==> config.mk <==
export PLATFORM = sky130hd
export DESIGN_NAME = vga_timing_gen
export DESIGN_NICKNAME = d
export VERILOG_FILES = /design/src/rtl/vga_timing_gen.sv
export SDC_FILE = /design/constraint.sdc
export NUM_CORES = 1
export LEC_CHECK = 0
export ABC_AREA = 1
export BUFFER_PORTS_ARGS = -buffer_cell sky130_fd_sc_hd__buf_4
export CORE_ASPECT_RATIO = 0.8
export CORE_MARGIN = 10
export CORE_UTILIZATION = 39
export CTS_BUF_LIST = sky130_fd_sc_hd__clkbuf_16
export DETAILED_ROUTE_END_ITERATION = 10
export PLACE_DENSITY = 0.56
export REMOVE_ABC_BUFFERS = 1
export SYNTH_ARGS = -nofsm -noshare
export SYNTH_HDL_FRONTEND = slang
export SYNTH_SLANG_ARGS = --single-unit
==> constraint.sdc <==
create_clock -name clk -period 6.26 [get_ports clk]
set_clock_uncertainty 0.2 [all_clocks]
set_input_delay 1.252 -clock clk [delete_from_list [all_inputs] [get_ports clk]]
set_output_delay 1.252 -clock clk [all_outputs]
set_load 0.005 [all_outputs]
==> src/rtl/vga_timing_gen.sv <==
// Free-running 1024x768@60 raster timing generator: counters, blank/sync, start-of-frame, char window.
// Optional VGA_FRAME_CNT_EN adds a 16-bit frame counter; otherwise frame_cnt is tied to 0.
module vga_timing_gen #(
  parameter int H_TOTAL  = 1344,
  parameter int V_TOTAL  = 806,
  parameter int H_ACTIVE = 1024,
  parameter int V_ACTIVE = 768,
  parameter int HS_START = 1048,
  parameter int HS_STOP  = 1184,
  parameter int VS_START = 771,
  parameter int VS_STOP  = 777,
  parameter int WIN_X    = 10,
  parameter int WIN_Y    = 40,
  parameter int WIN_W    = 128,
  parameter int WIN_H    = 256
) (
  input  logic        clk,
  input  logic        rst_n,
  input  logic        en,
  output logic [10:0] hcount,
  output logic [10:0] vcount,
  output logic        hblnk,
  output logic        vblnk,
  output logic        hsync,
  output logic        vsync,
  output logic        sof,
  output logic        in_win,
  output logic [6:0]  win_x,
  output logic [7:0]  win_y,
  output logic [15:0] frame_cnt
);

  localparam logic [10:0] H_LAST  = 11'(H_TOTAL - 1);
  localparam logic [10:0] V_LAST  = 11'(V_TOTAL - 1);
  localparam logic [10:0] H_ACT   = 11'(H_ACTIVE);
  localparam logic [10:0] V_ACT   = 11'(V_ACTIVE);
  localparam logic [10:0] HS_ON   = 11'(HS_START);
  localparam logic [10:0] HS_OFF  = 11'(HS_STOP);
  localparam logic [10:0] VS_ON   = 11'(VS_START);
  localparam logic [10:0] VS_OFF  = 11'(VS_STOP);
  localparam logic [10:0] WX_LO   = 11'(WIN_X);
  localparam logic [10:0] WX_HI   = 11'(WIN_X + WIN_W);
  localparam logic [10:0] WY_LO   = 11'(WIN_Y);
  localparam logic [10:0] WY_HI   = 11'(WIN_Y + WIN_H);

  logic        h_wrap;
  logic        v_wrap;
  logic [10:0] h_nxt;
  logic [10:0] v_nxt;
  logic        sof_nxt;
  logic        win_nxt;
  logic [6:0]  wx_nxt;
  logic [7:0]  wy_nxt;

  // Flags are decoded from the next counter values so they register alongside the counters.
  always_comb begin
    h_wrap  = (hcount == H_LAST);
    v_wrap  = (vcount == V_LAST);
    h_nxt   = h_wrap ? 11'd0 : hcount + 11'd1;
    v_nxt   = vcount;
    if (h_wrap) begin
      v_nxt = v_wrap ? 11'd0 : vcount + 11'd1;
    end
    sof_nxt = h_wrap && v_wrap;
    win_nxt = (h_nxt >= WX_LO) && (h_nxt < WX_HI) &&
              (v_nxt >= WY_LO) && (v_nxt < WY_HI);
    wx_nxt  = win_nxt ? 7'(h_nxt - WX_LO) : 7'd0;
    wy_nxt  = win_nxt ? 8'(v_nxt - WY_LO) : 8'd0;
  end

  always_ff @(posedge clk or negedge rst_n) begin
    if (!rst_n) begin
      hcount <= '0;
      vcount <= '0;
      hblnk  <= 1'b0;
      vblnk  <= 1'b0;
      hsync  <= 1'b0;
      vsync  <= 1'b0;
      sof    <= 1'b0;
      in_win <= 1'b0;
      win_x  <= '0;
      win_y  <= '0;
    end else if (en) begin
      hcount <= h_nxt;
      vcount <= v_nxt;
      hblnk  <= (h_nxt >= H_ACT);
      vblnk  <= (v_nxt >= V_ACT);
      hsync  <= (h_nxt >= HS_ON) && (h_nxt < HS_OFF);
      vsync  <= (v_nxt >= VS_ON) && (v_nxt < VS_OFF);
      sof    <= sof_nxt;
      in_win <= win_nxt;
      win_x  <= wx_nxt;
      win_y  <= wy_nxt;
    end
  end

`ifdef VGA_FRAME_CNT_EN
  always_ff @(posedge clk or negedge rst_n) begin
    if (!rst_n) begin
      frame_cnt <= '0;
    end else if (en && sof_nxt) begin
      frame_cnt <= frame_cnt + 16'd1;
    end
  end
`else
  assign frame_cnt = 16'd0;
`endif

endmodule

# --- Word-level counts from Yosys, hierarchy flattened ---
# Index checks and enable logic that the tools add are counted.
# W data, S select, Z words.
word_totals:
  ff_bits: 43
  latchBits: 0
  ramBits: 0
  mem_bits_ro: 0
  input_bits: 3
  output_inout_bits: 59
  word_cells: 37
  n_memories: 0
op_classes:
  n_addsub: 4
  mul: 0
  n_div: 0
  n_lt_le_gt_ge: 10
  eq_ne: 2
  shifts: 0
  mux: 5
  bitwise: 0
  n_reduce_logical: 6
op_table:
  columns: ["operator", "count"]
  rows:
  - ["$mux W11", 3]
  - ["$add A11 B1 Y11 const B", 2]
  - ["$ge A11 B10 Y1 const B", 2]
  - ["$ge A11 B11 Y1 const B", 2]
  - ["$eq A11 B10 Y1 const B", 1]
  - ["$eq A11 B11 Y1 const B", 1]
  - ["$ge A11 B4 Y1 const B", 1]
  - ["$ge A11 B6 Y1 const B", 1]
  - ["$lt A11 B10 Y1 const B", 1]
  - ["$lt A11 B11 Y1 const B", 1]
  - ["$lt A11 B8 Y1 const B", 1]
  - ["$lt A11 B9 Y1 const B", 1]
  - ["$mux W8", 1]
  - ["$sub A8 B6 Y8 const B", 1]
  - ["$mux W7", 1]
  - ["$sub A7 B4 Y7 const B", 1]
  - ["$logic_and A1 B1 Y1", 6]

# --- Depth between registers and ports, before layout ---
depth:
  word_depth: 7
  mapped_depth: 17

# --- Least setup slack after synthesis ---
# OpenSTA, ideal clock, no wires.
synth_timing:
  kind: "flip-flop to flip-flop"
  start: "register hcount[0]"
  end: "register win_x[6]"
  setup_ns: 0.066
  arrival_ns: 2.278
  slack_ns: 3.716
  stages_incl_launch_ff: 18
  n_path_buf: 1
  synth_period_minus_slack_ns: 2.544
  cell_sequence: "dfrtp_1 ha_1 inv_1 nor2_4 nand2_2 nor2_4 nand3_2 nand2_1 nand2_1 ha_1 inv_1 nand3_1 nand3_1 nor2_1 a21oi_2 buf_4 nand4_1 nand2_1"
synth_via:
  elab_chain_len: 7
  word_cells_on_any_way: 13
synth_rtl:
  columns: ["item", "line", "source"]
  rows:
  - ["start: declaration", "20", "output logic [10:0] hcount,"]
  - ["start signal: assignment", "84", "hcount <= h_nxt;"]
  - ["$add A11 B1 Y11 or $eq A11 B11 Y1 (tied branches)", "59, 57", null]
  - ["$mux W11", "59", "h_nxt = h_wrap ? 11'd0 : hcount + 11'd1;"]
  - ["$ge A11 B4 Y1 or $lt A11 B8 Y1 (tied branches)", "65", "win_nxt = (h_nxt >= WX_LO) && (h_nxt < WX_HI) &&"]
  - ["$logic_and A1 B1 Y1 (2 in series)", "65", null]
  - ["$logic_and A1 B1 Y1", "66", "(v_nxt >= WY_LO) && (v_nxt < WY_HI);"]
  - ["$mux W7 *", "67", "wx_nxt = win_nxt ? 7'(h_nxt - WX_LO) : 7'd0;"]
  - ["end signal: assignment", "92", "win_x <= wx_nxt;"]
  - ["end: declaration", "28", "output logic [6:0] win_x,"]
# Mark *: on every way between the ends. The rest lies on a longest branch, timed or not.
# A chain may end at the register's enable or synchronous reset.

# --- Final worst setup path ---
layout_timing:
  start: "register hcount[0]"
  end: "register in_win"
layout_via:
  elab_chain_len: 6
  word_cells_on_any_way: 11
layout_rtl:
  columns: ["item", "line", "source"]
  rows:
  - ["$add A11 B1 Y11 or $eq A11 B11 Y1 (tied branches)", "59, 57", null]
  - ["$mux W11", "59", null]
  - ["$ge A11 B4 Y1 or $lt A11 B8 Y1 (tied branches)", "65", null]
  - ["$logic_and A1 B1 Y1 (2 in series)", "65", null]
  - ["$logic_and A1 B1 Y1 *", "66", null]
  - ["end signal: assignment", "91", "in_win <= win_nxt;"]
  - ["end: declaration", "27", "output logic in_win,"]
# Marks and branches as above.

==> impl_metrics.toml <==
[yosys]
netlist_area_mm2 = 0.002974
synth_cells = 436
ys_seq_elements = 43
yosysWarnings = 0
yosysSeqAreaShare_pct = 36.18
synth_cell_type_count = 31
synth_area_per_cell_um2 = 6.821

[grt]
antenna_found_initial = 0
grt_overflow = 0
grt_pass1_vias = 2779
grt_first_pass_wirelength_mm = 14.02
grt_max_degree = 44
grt.total_usage_pct = 14.10

[layout]
final_cell_mix = "143 x nand2_1, 50 x inv_1, 46 x buf_4, 43 x dfrtp_1, 41 x nor2_1"
layout-drive-gt1-share_pct = 15.16
nNetsFinal = 486
insertedDiodeCount = 0
final_area_mm2 = 0.003451
areaGrowthSynthToFinish_pct = 16.03
final_common_cell = "nand2_1"

[power_and_ir_drop]
power.total_uw = 964.6
power.leakage_uw = 0.001786
powerDensity_mw_per_mm2 = 279.5
ir_drop_v = 0.0001184

[critical_path]
worstPathMaxFanout = 12
r2r_slack_ns = 2.83
worstSetupPathType = "flip-flop to flip-flop"
cp.required_ns = 6.27
r2r_cells = 14
critPathLaunch = "hcount[0]$_DFFE_PN0P_"
worst_setup_path_start_kind = "flip-flop"
end_kind = "flip-flop"
r2r_start = "hcount[0]$_DFFE_PN0P_"
worst-endpoint-arrival_ns = 3.44

[flow_run]
cap_viol_max_count = 0

[route]
dr.pass1.iters = 4
drt_iter0_markers = 179
avgViaCountPerCell = 4.798
vias = 2783
ant_nets = 0
wirelength_mm = 8.138
avgRoutedWirePerCell_um = 14.03
route.detailed.drc = 0

[clock_tree]
cts_tree = "yes"
cts.clk_slew.worst_paths_ns = 0.06
cts.sinks = 43
numCtsBuffers = 5
htreeDepth = 2
cts_setup_buffers = 0
cts_resized = 0
cts_buffer_depth = 2
clk_latency_ns = 0.28
clockRootBuffer = "clkbuf_16"
cts_hold_buf = 0

[floorplan]
die_h_um = 98.11
core_mm2 = 0.007392
start_util_pct = 40.23
row_count = 28
io_pins = 62
design.die.area_mm2 = 0.01154
die_w_um = 117.6

[timing]
timing.final.hold_violations = 0
tightest_slew_ns = 0.6818
slew_violations = 0
clock.fmax_mhz = 291.3
setup_viol = 0
rsz0062_at_grt = "false"
min_period_ns = 3.432
period_share_pct = 54.83
slew_headroom_pct = 54.49
fin_setup_tns_ns = 0

[min_path]
hp-start = "hblnk$_DFFE_PN0P_"
min_path_type = "flip-flop to flip-flop"
hold_depth = 2

[placement]
portBuffers = 45
gp_congestion = 0.8921
hpwl_mm = 6.304
dpl-instance-area_mm2 = 0.003317

[outcome]
outcome = "completed"
## worst max-delay path: stages (launching register included)
cell and delay (ns):
dfrtp_1 0.43, ha_1 0.23, nand3_1 0.13, nor2_2 0.38, nand2_2 0.24, nor2_1 0.22, inv_1 0.08, nand2_1 0.15
ha_1 0.19, inv_1 0.06, nand3_1 0.11, nand2_1 0.10, a21oi_2 0.43, nand2_1 0.23, o21ai_1 0.17
## Yosys cell counts
| cell | number | area share (%) |
|---|---|---|
| nand3_1 | 35 | 5.9 |
| clkinv_1 | 1 | 0.13 |
| nor3b_1 | 1 | 0.25 |
| nor2_4 | 3 | 1.1 |
| dfrtp_1 | 43 | 36 |
| a21oi_1 | 3 | 0.50 |
| a21oi_2 | 2 | 0.59 |
| xnor2_1 | 1 | 0.29 |
| nand3_2 | 5 | 1.7 |
| inv_1 | 50 | 6.3 |
| buf_6 | 1 | 0.38 |
| buf_2 | 5 | 0.84 |
| o31ai_1 | 1 | 0.25 |
| nand2_2 | 5 | 1.1 |
| xor2_1 | 5 | 1.5 |
| o21a_1 | 1 | 0.25 |
| nor2_1 | 41 | 5.2 |
| o21ai_1 | 6 | 1.0 |
| nand3b_1 | 1 | 0.25 |
| ha_1 | 8 | 3.4 |
| buf_4 | 18 | 4.5 |
| nand4_1 | 16 | 3.4 |
| inv_2 | 1 | 0.13 |
| o21bai_1 | 1 | 0.25 |
| o21ai_0 | 27 | 4.5 |
| nor4_1 | 1 | 0.21 |
| o22a_1 | 1 | 0.29 |
| clkbuf_1 | 5 | 0.63 |
| conb_1 | 1 | 0.13 |
| nand2_1 | 143 | 18 |
| nor2_2 | 4 | 0.84 |
## through the flow
step | setup slack, ns | hold slack [ns] | utilization (%) | cells
2_1_floorplan | 3.422 | 0.2726 | - | 422
3_3_place_gp | 3.106 | 0.2716 | 44.87 | 573
3_5_place_dp | 2.866 | 0.2676 | 44.87 | 573
4_1_cts | 2.868 | 0.2843 | 46.68 | 580
5_1_grt | 2.442 | 0.3057 | 46.68 | 580
6_report | 2.828 | 0.2834 | 46.68 | 580
## final timing paths
path	end
max	in_win$_DFFE_PN0P_
min	hblnk$_DFFE_PN0P_
max reg2reg	in_win$_DFFE_PN0P_
min reg2reg	hblnk$_DFFE_PN0P_
max in group asynchronous	vcount[3]$_DFFE_PN0P_
min in group asynchronous	hcount[4]$_DFFE_PN0P_
## per-layer routing
metal | GRT usage (%) | share of wire, % | vias to the layer above
met1 | 19.57 | 51 | 1281
met4 | 3.226 | 0.88 | 0
met5 | 0 | 0 | -
li1 | - | - | 1429
met2 | 21.37 | 43 | 64
met3 | 3.682 | 5.4 | 9
## power breakdown
| group | internal [µW] | leakage [µW] | switching, µW |
|---|---|---|---|
| sequential | 313 | 0.000570 | 56.5 |
| combinational | 134 | 0.00115 | 216 |
| clock | 143 | 0.0000671 | 103 |
## sequential cells by signal (all words and copies together), names as in the netlist
register,count
hblnk,1
in_win,1
win_y,8
vsync,1
win_x,7
vblnk,1
sof,1
hsync,1
hcount,11
vcount,11
## kinds of logic after synthesis
kind of cell / count (synthesis) / share of synthesized area (%)
other cells: 1 / 0.1261
compound gates: 42 / 7.699
fa+ha+maj: 8 / 3.366
simple gates: 255 / 37.91
xor+xnor: 6 / 1.767
buf+inv: 81 / 12.96
flops: 43 / 36.18
## final cells by class
class | instances | area, µm²
fill | 758 | 3941
multi-input combinational | 327 | 1569
sequential | 43 | 1076
timing repair buffer | 46 | 345.3
inverter | 52 | 195.2
tap | 105 | 131.4
clock buffer | 5 | 125.1
clock inverter | 2 | 8.758
Power figures use the tool's default switching activity.
